$ cat src/rtl/fetch_barrel_pkg.sv
// ============================================================================
// Module   : fetch_barrel_pkg
// Brief    : Shared constants and helpers for the barrel-core fetch stage.
// Revision : 1.0 - initial release
// ============================================================================
`default_nettype none

package fetch_barrel_pkg;

    localparam int          DEF_ADDRESS_WIDTH = 32;
    localparam int          DEF_DATA_WIDTH    = 32;
    localparam int          DEF_NUM_THREADS   = 8;
    localparam int          DEF_BITS_THREADS  = $clog2(DEF_NUM_THREADS);
    localparam logic [31:0] NOP_INSTR         = 32'h0000_0013;

    // Thread index reached by stepping 'off' places past 'base', wrapping at n.
    function automatic int wrap_tid(input int base, input int off, input int n);
        return (base + off) % n;
    endfunction

endpackage

`default_nettype wire

$ cat src/rtl/fetch_barrel_rr_thread_arbiter.sv
// ============================================================================
// Module   : rr_thread_arbiter
// Brief    : Combinational round-robin pick of the next enabled thread.
// Revision : 1.0 - initial release
// ============================================================================
`default_nettype none

module rr_thread_arbiter
    import fetch_barrel_pkg::*;
#(
    parameter int NUM_THREADS  = DEF_NUM_THREADS,
    parameter int BITS_THREADS = $clog2(NUM_THREADS)
) (
    input  logic [NUM_THREADS-1:0]  thread_en,
    input  logic [BITS_THREADS-1:0] last_tid,
    output logic [BITS_THREADS-1:0] sel,
    output logic                    any_en
);

    logic                    w_found;
    logic [BITS_THREADS-1:0] w_idx;

    assign any_en = |thread_en;

    // Scan starts one past the last issued thread so every enabled thread gets a turn.
    always_comb begin
        sel     = '0;
        w_found = 1'b0;
        w_idx   = '0;
        for (int i = 0; i < NUM_THREADS; i++) begin
            w_idx = BITS_THREADS'(wrap_tid(int'(last_tid), i + 1, NUM_THREADS));
            if (!w_found && thread_en[w_idx]) begin
                sel     = w_idx;
                w_found = 1'b1;
            end
        end
    end

endmodule

`default_nettype wire

$ cat src/rtl/fetch_barrel.sv
// ============================================================================
// Module   : fetch_barrel
// Brief    : Barrel-core fetch stage: per-thread PCs, round-robin issue to a
//            synchronous instruction memory, execute-stage redirects.
// Revision : 1.0 - initial release
// ============================================================================
`default_nettype none

module fetch_barrel
    import fetch_barrel_pkg::*;
#(
    parameter int                         ADDRESS_WIDTH    = DEF_ADDRESS_WIDTH,
    parameter int                         DATA_WIDTH       = DEF_DATA_WIDTH,
    parameter int                         NUM_THREADS      = DEF_NUM_THREADS,
    parameter int                         BITS_THREADS     = $clog2(NUM_THREADS),
    parameter logic [ADDRESS_WIDTH-1:0]   RESET_PC         = '0,
    parameter logic [ADDRESS_WIDTH-1:0]   THREAD_PC_STRIDE = ADDRESS_WIDTH'(32'h100)
) (
    input  logic                     clk,
    input  logic                     rst_n,
    input  logic                     stall_f,
    input  logic [NUM_THREADS-1:0]   thread_en,
    input  logic                     pc_src_e,
    input  logic [BITS_THREADS-1:0]  tid_e,
    input  logic [ADDRESS_WIDTH-1:0] pc_target_e,
    output logic [ADDRESS_WIDTH-1:0] imem_addr,
    input  logic [DATA_WIDTH-1:0]    imem_rdata,
    output logic [ADDRESS_WIDTH-1:0] pc_f,
    output logic [DATA_WIDTH-1:0]    instr_f,
    output logic [BITS_THREADS-1:0]  tid_f,
    output logic                     valid_f
);

    logic [ADDRESS_WIDTH-1:0] r_pc [NUM_THREADS];
    logic [BITS_THREADS-1:0]  r_last_tid;
    logic [BITS_THREADS-1:0]  r_tid_f;
    logic [ADDRESS_WIDTH-1:0] r_pc_f;
    logic [ADDRESS_WIDTH-1:0] r_imem_addr;
    logic                     r_issue_v;

    logic [BITS_THREADS-1:0]  w_sel;
    logic                     w_any_en;
    logic                     w_issue;

    rr_thread_arbiter #(
        .NUM_THREADS  (NUM_THREADS),
        .BITS_THREADS (BITS_THREADS)
    ) u_arbiter (
        .thread_en (thread_en),
        .last_tid  (r_last_tid),
        .sel       (w_sel),
        .any_en    (w_any_en)
    );

    assign w_issue = !stall_f && w_any_en;

    // Holding the address while idle or stalled keeps imem re-reading the word on display.
    assign imem_addr = (rst_n && w_issue) ? r_pc[w_sel] : r_imem_addr;

    always_ff @(posedge clk) begin
        if (!rst_n) begin
            for (int t = 0; t < NUM_THREADS; t++) begin
                r_pc[t] <= RESET_PC + ADDRESS_WIDTH'(t) * THREAD_PC_STRIDE;
            end
            r_last_tid  <= BITS_THREADS'(NUM_THREADS - 1);
            r_tid_f     <= '0;
            r_pc_f      <= '0;
            r_imem_addr <= '0;
            r_issue_v   <= 1'b0;
        end else begin
            // A redirect overrides the increment when both hit the same thread.
            for (int t = 0; t < NUM_THREADS; t++) begin
                if (pc_src_e && tid_e == BITS_THREADS'(t)) begin
                    r_pc[t] <= pc_target_e;
                end else if (w_issue && w_sel == BITS_THREADS'(t)) begin
                    r_pc[t] <= r_pc[t] + ADDRESS_WIDTH'(4);
                end
            end
            if (w_issue) begin
                r_last_tid  <= w_sel;
                r_tid_f     <= w_sel;
                r_pc_f      <= r_pc[w_sel];
                r_imem_addr <= r_pc[w_sel];
                r_issue_v   <= 1'b1;
            end else if (!stall_f) begin
                r_issue_v   <= 1'b0;
            end
        end
    end

    assign pc_f    = r_pc_f;
    assign tid_f   = r_tid_f;
    assign valid_f = r_issue_v;
    assign instr_f = r_issue_v ? imem_rdata : DATA_WIDTH'(NOP_INSTR);

endmodule

`default_nettype wire

$ cat config.mk
export PLATFORM = sky130hd
export DESIGN_NAME = fetch_barrel
export DESIGN_NICKNAME = d
export VERILOG_FILES = /design/src/rtl/fetch_barrel_pkg.sv /design/src/rtl/fetch_barrel_rr_thread_arbiter.sv /design/src/rtl/fetch_barrel.sv
export SDC_FILE = /design/constraint.sdc
export NUM_CORES = 1
export LEC_CHECK = 0
export CORE_AREA = 2 2 207 158
export DETAILED_ROUTE_END_ITERATION = 12
export DIE_AREA = 0 0 209 160
export GPL_TIMING_DRIVEN = 0
export PLACE_DENSITY_LB_ADDON = 0.15
export SYNTH_ARGS = -nofsm -noshare
export SYNTH_HDL_FRONTEND = slang
export SYNTH_SLANG_ARGS = --single-unit
export TNS_END_PERCENT = 50
$ cat constraint.sdc
create_clock -name clk -period 10.9 [get_ports clk]
set_input_delay 1.09 -clock clk [delete_from_list [all_inputs] [get_ports clk]]
set_output_delay 1.09 -clock clk [all_outputs]
set_load 0.01 [all_outputs]
==> results.sh <==
export IMPL_area_delta_synth_final_pct=15.4
export IMPL_die_area_um2=33400
export IMPL_seqCellArea_um2=8470
export IMPL_grt_pass1_wl_um=100000
export IMPL_yosysTopAreaCell="edfxtp_1"
export IMPL_drtIter0Drc=2967
export IMPL_critPathKind="register to output pin"
export IMPL_setup_tns_ns=0
export IMPL_fmax_mhz=134
export IMPL_rsz0062_at_grt="false"
export IMPL_hpwl_um=50600
export IMPL_ys_top_cells_by_count="nand2_1 (337), edfxtp_1 (256), o21ai_0 (186)"
export IMPL_cp_required_ns=9.81
export IMPL_grt_pass1_vias=17000
export IMPL_cts_tree="done"
export IMPL_clock_sinks=295
export IMPL_critPathArrivalTime_ns=6.38
export IMPL_status="completed"
export IMPL_clk_pin_slew_ns=0.06
export IMPL_synth_edf_count=256
export IMPL_cts_root_buf="clkbuf_16"
export IMPL_path_buf_inv=10
export IMPL_yosysMostFrequentCell="nand2_1"
export IMPL_power_density_nw_per_um2=344
export IMPL_synthTopCellsByArea="edfxtp_1 (39%), nand2_1 (6.4%), xor2_1 (5.5%), o21ai_0 (4.7%), xnor2_1 (4.5%)"
export IMPL_drt_wl_total_um=66800
export IMPL_syn_area_per_cell_um2=9.33
export IMPL_rows=57
export IMPL_finalSetupViolCount=0
export IMPL_yosys_warnings=0
export IMPL_period_minus_slack_ns=7.47
export IMPL_grt_max_degree=31
export IMPL_gr_total_overflow=0
export IMPL_crit_fanout=10
export IMPL_layout_cells_non_filler=2748
export IMPL_synth_seq_cells=295
export IMPL_die_h_um=160
export IMPL_syn_nets=2217
export IMPL_grt_usage_pct=39.1
export IMPL_viasPerCell=6.69
export IMPL_synthFlopType="edfxtp_1"
export IMPL_tightest_slew_ns=1.18
export IMPL_drv_slew=0
export IMPL_ir_drop_uv=290
export IMPL_die_w_um=209
export IMPL_maxCapViolCount=0
export IMPL_drt_pass1_iterations=6
export IMPL_cp_start_kind="register"
export IMPL_hold_class="register to register"
export IMPL_htree_levels=1
export IMPL_slew_headroom_pct=21.6
export IMPL_cp_slowest_stage_delay_ns=0.74
export IMPL_synth_distinct_cells=75
export IMPL_drc_errors=0
export IMPL_postCtsSetupRepairBufs=0
export IMPL_synth_top_cell_area_share_pct=38.7
export IMPL_ys_seq_area_share_pct=42.7
export IMPL_start_util_pct=62.6
export IMPL_drtAntennaViolNets=0
export IMPL_clock_latency_ns=0.59
export IMPL_power_uw=7880
export IMPL_crit_slowest_cell="a221oi_1"
export IMPL_synthArstFlopShare_pct=0
export IMPL_worst_setup_path_end_kind="output pin"
export IMPL_cts_repair_resized=0
export IMPL_period_share_pct=68.5
export IMPL_io_buffers=149
export IMPL_multiInputGateArea_um2=10600
export IMPL_gp_congestion=1.02
export IMPL_core_um2=31700
export IMPL_num_vias=18400
export IMPL_fin_worst_skew_ns=0.0158
export IMPL_finalHoldViolCount=0
export IMPL_cts_buffer_depth=3
export IMPL_crit_chain="buf_4 -> buf_6 -> buf_6 -> buf_4 -> inv_1 -> ha_1 -> buf_2 -> buf_6 -> mux2_2 -> nor3_2 -> a211oi_2 -> nor4_2 -> a22oi_1 -> o21ai_4 -> buf_4 -> nor2_1 -> buf_2 -> a221oi_1 -> o21ai_0 -> clkdlybuf4s50_1"
export IMPL_leakagePower_uw=0.00776
export IMPL_antenna_found_initial=1
export IMPL_cts_hold_buf=0
export IMPL_dp_cells=2690
export IMPL_cp_top_family="buffers and inverters"
export IMPL_syn_area_um2=19900
export IMPL_wire_per_inst_um=24.3
export IMPL_fill_cells=2375
export IMPL_finalNetCount=2399
export IMPL_drive_gt1_share_pct=10.2
export IMPL_cts_buffers=31
export IMPL_post_route_util_pct=72.2
export IMPL_netlist_instances=2128
export IMPL_ios=179
## logic make-up (layout without fill, tap and decap cells)
logic type | after synthesis | in the layout | synth area share (%)
compound gates | 461 | 461 | 15.4
xor+xnor | 228 | 228 | 10.1
fa+ha+maj | 10 | 10 | 0.630
buf+inv | 183 | 389 | 4.45
flops | 295 | 295 | 42.7
mux | 127 | 127 | 7.47
other cells | 0 | 1 | 0
simple gates | 824 | 824 | 19.3
## cell usage in the layout, fill, tap and decap left out, types with 9 or more instances in the layout
master,instances
ha_1,10
nand3_1,123
clkbuf_16,33
inv_1,29
and2_1,42
nand2b_1,9
buf_2,58
buf_4,13
o211ai_1,16
o21ai_0,186
clkdlybuf4s50_1,149
xor2_1,124
and3_1,53
mux2_2,40
nor2b_1,13
nand2_1,337
clkbuf_1,84
a31o_2,25
a221o_1,24
nor3_1,12
nand4_1,32
edfxtp_1,256
mux2i_1,69
xnor2_1,103
o21ai_1,55
a31oi_1,12
a221oi_1,16
dfxtp_1,39
nor2_1,161
a21oi_1,12
and4_1,11
mux4_2,12
a211oi_1,50
## tightest hold or removal path: cells and delay by family (launching register included)
| family | cells | cell delay, ns |
|---|---|---|
| simple gates | 1 | 0.06 |
| compound gates | 1 | 0.06 |
| flops | 1 | 0.31 |
## metal layers
layer  vias to the layer above  share of wire [%]  global-route usage, %
met5                         -              0.045                      0
met4                         2                4.0                   12.9
met3                       156                 14                   10.1
met2                      1358                 43                   57.1
met1                      8786                 39                   56.6
li1                       8078                  -                      -
## power breakdown
| part | internal [uW] | leakage, uW | total [uW] | switching, uW |
|---|---|---|---|---|
| registers | 1590 | 0.00295 | 1890 | 303 |
| clock network | 605 | 0.000486 | 1070 | 465 |
| logic | 1850 | 0.00433 | 4920 | 3070 |
## per-stage QoR
step | worst slack (ns) | hold WS (ns) | instance area (um^2)
3_3_place_gp | 4.12 | 0.453 | 21900
3_5_place_dp | 4.06 | 0.461 | 21900
6_report | 3.43 | 0.471 | 22900
2_1_floorplan | 5.71 | 0.486 | 19900
4_1_cts | 3.52 | 0.471 | 22900
5_1_grt | 3.17 | 0.502 | 22900
## worst paths after layout
| path | from | end | slack (ns) | cells after the start |
|---|---|---|---|---|
| setup reg to reg | r_last_tid[0] | r_pc[3][9] | 4.94 | 18 |
| hold reg to reg | tid_f[2] | tid_f[2] | 0.47 | 2 |
| setup / recovery | r_last_tid[0] | imem_addr[16] | 3.43 | 20 |
| hold / removal | tid_f[2] | tid_f[2] | 0.47 | 2 |
## cell type report
type / instances / area share (%)
buffer: 153 / 3.36
antenna: 1 / 0.0109
tap: 413 / 2.26
multi-input combinational: 1650 / 46.1
inverter: 30 / 0.492
timing repair buffer: 149 / 6.51
clock inverter: 6 / 0.257
clock buffer: 51 / 4.07
sequential: 295 / 37.0
## flip-flops by register name (all words and copies together) (netlist names)
| name | flops |
|---|---|
| r_imem_addr | 32 |
| r_last_tid | 3 |
| tid_f | 3 |
| valid_f | 1 |
| r_pc | 256 |
(Power assumes the default switching activity.)
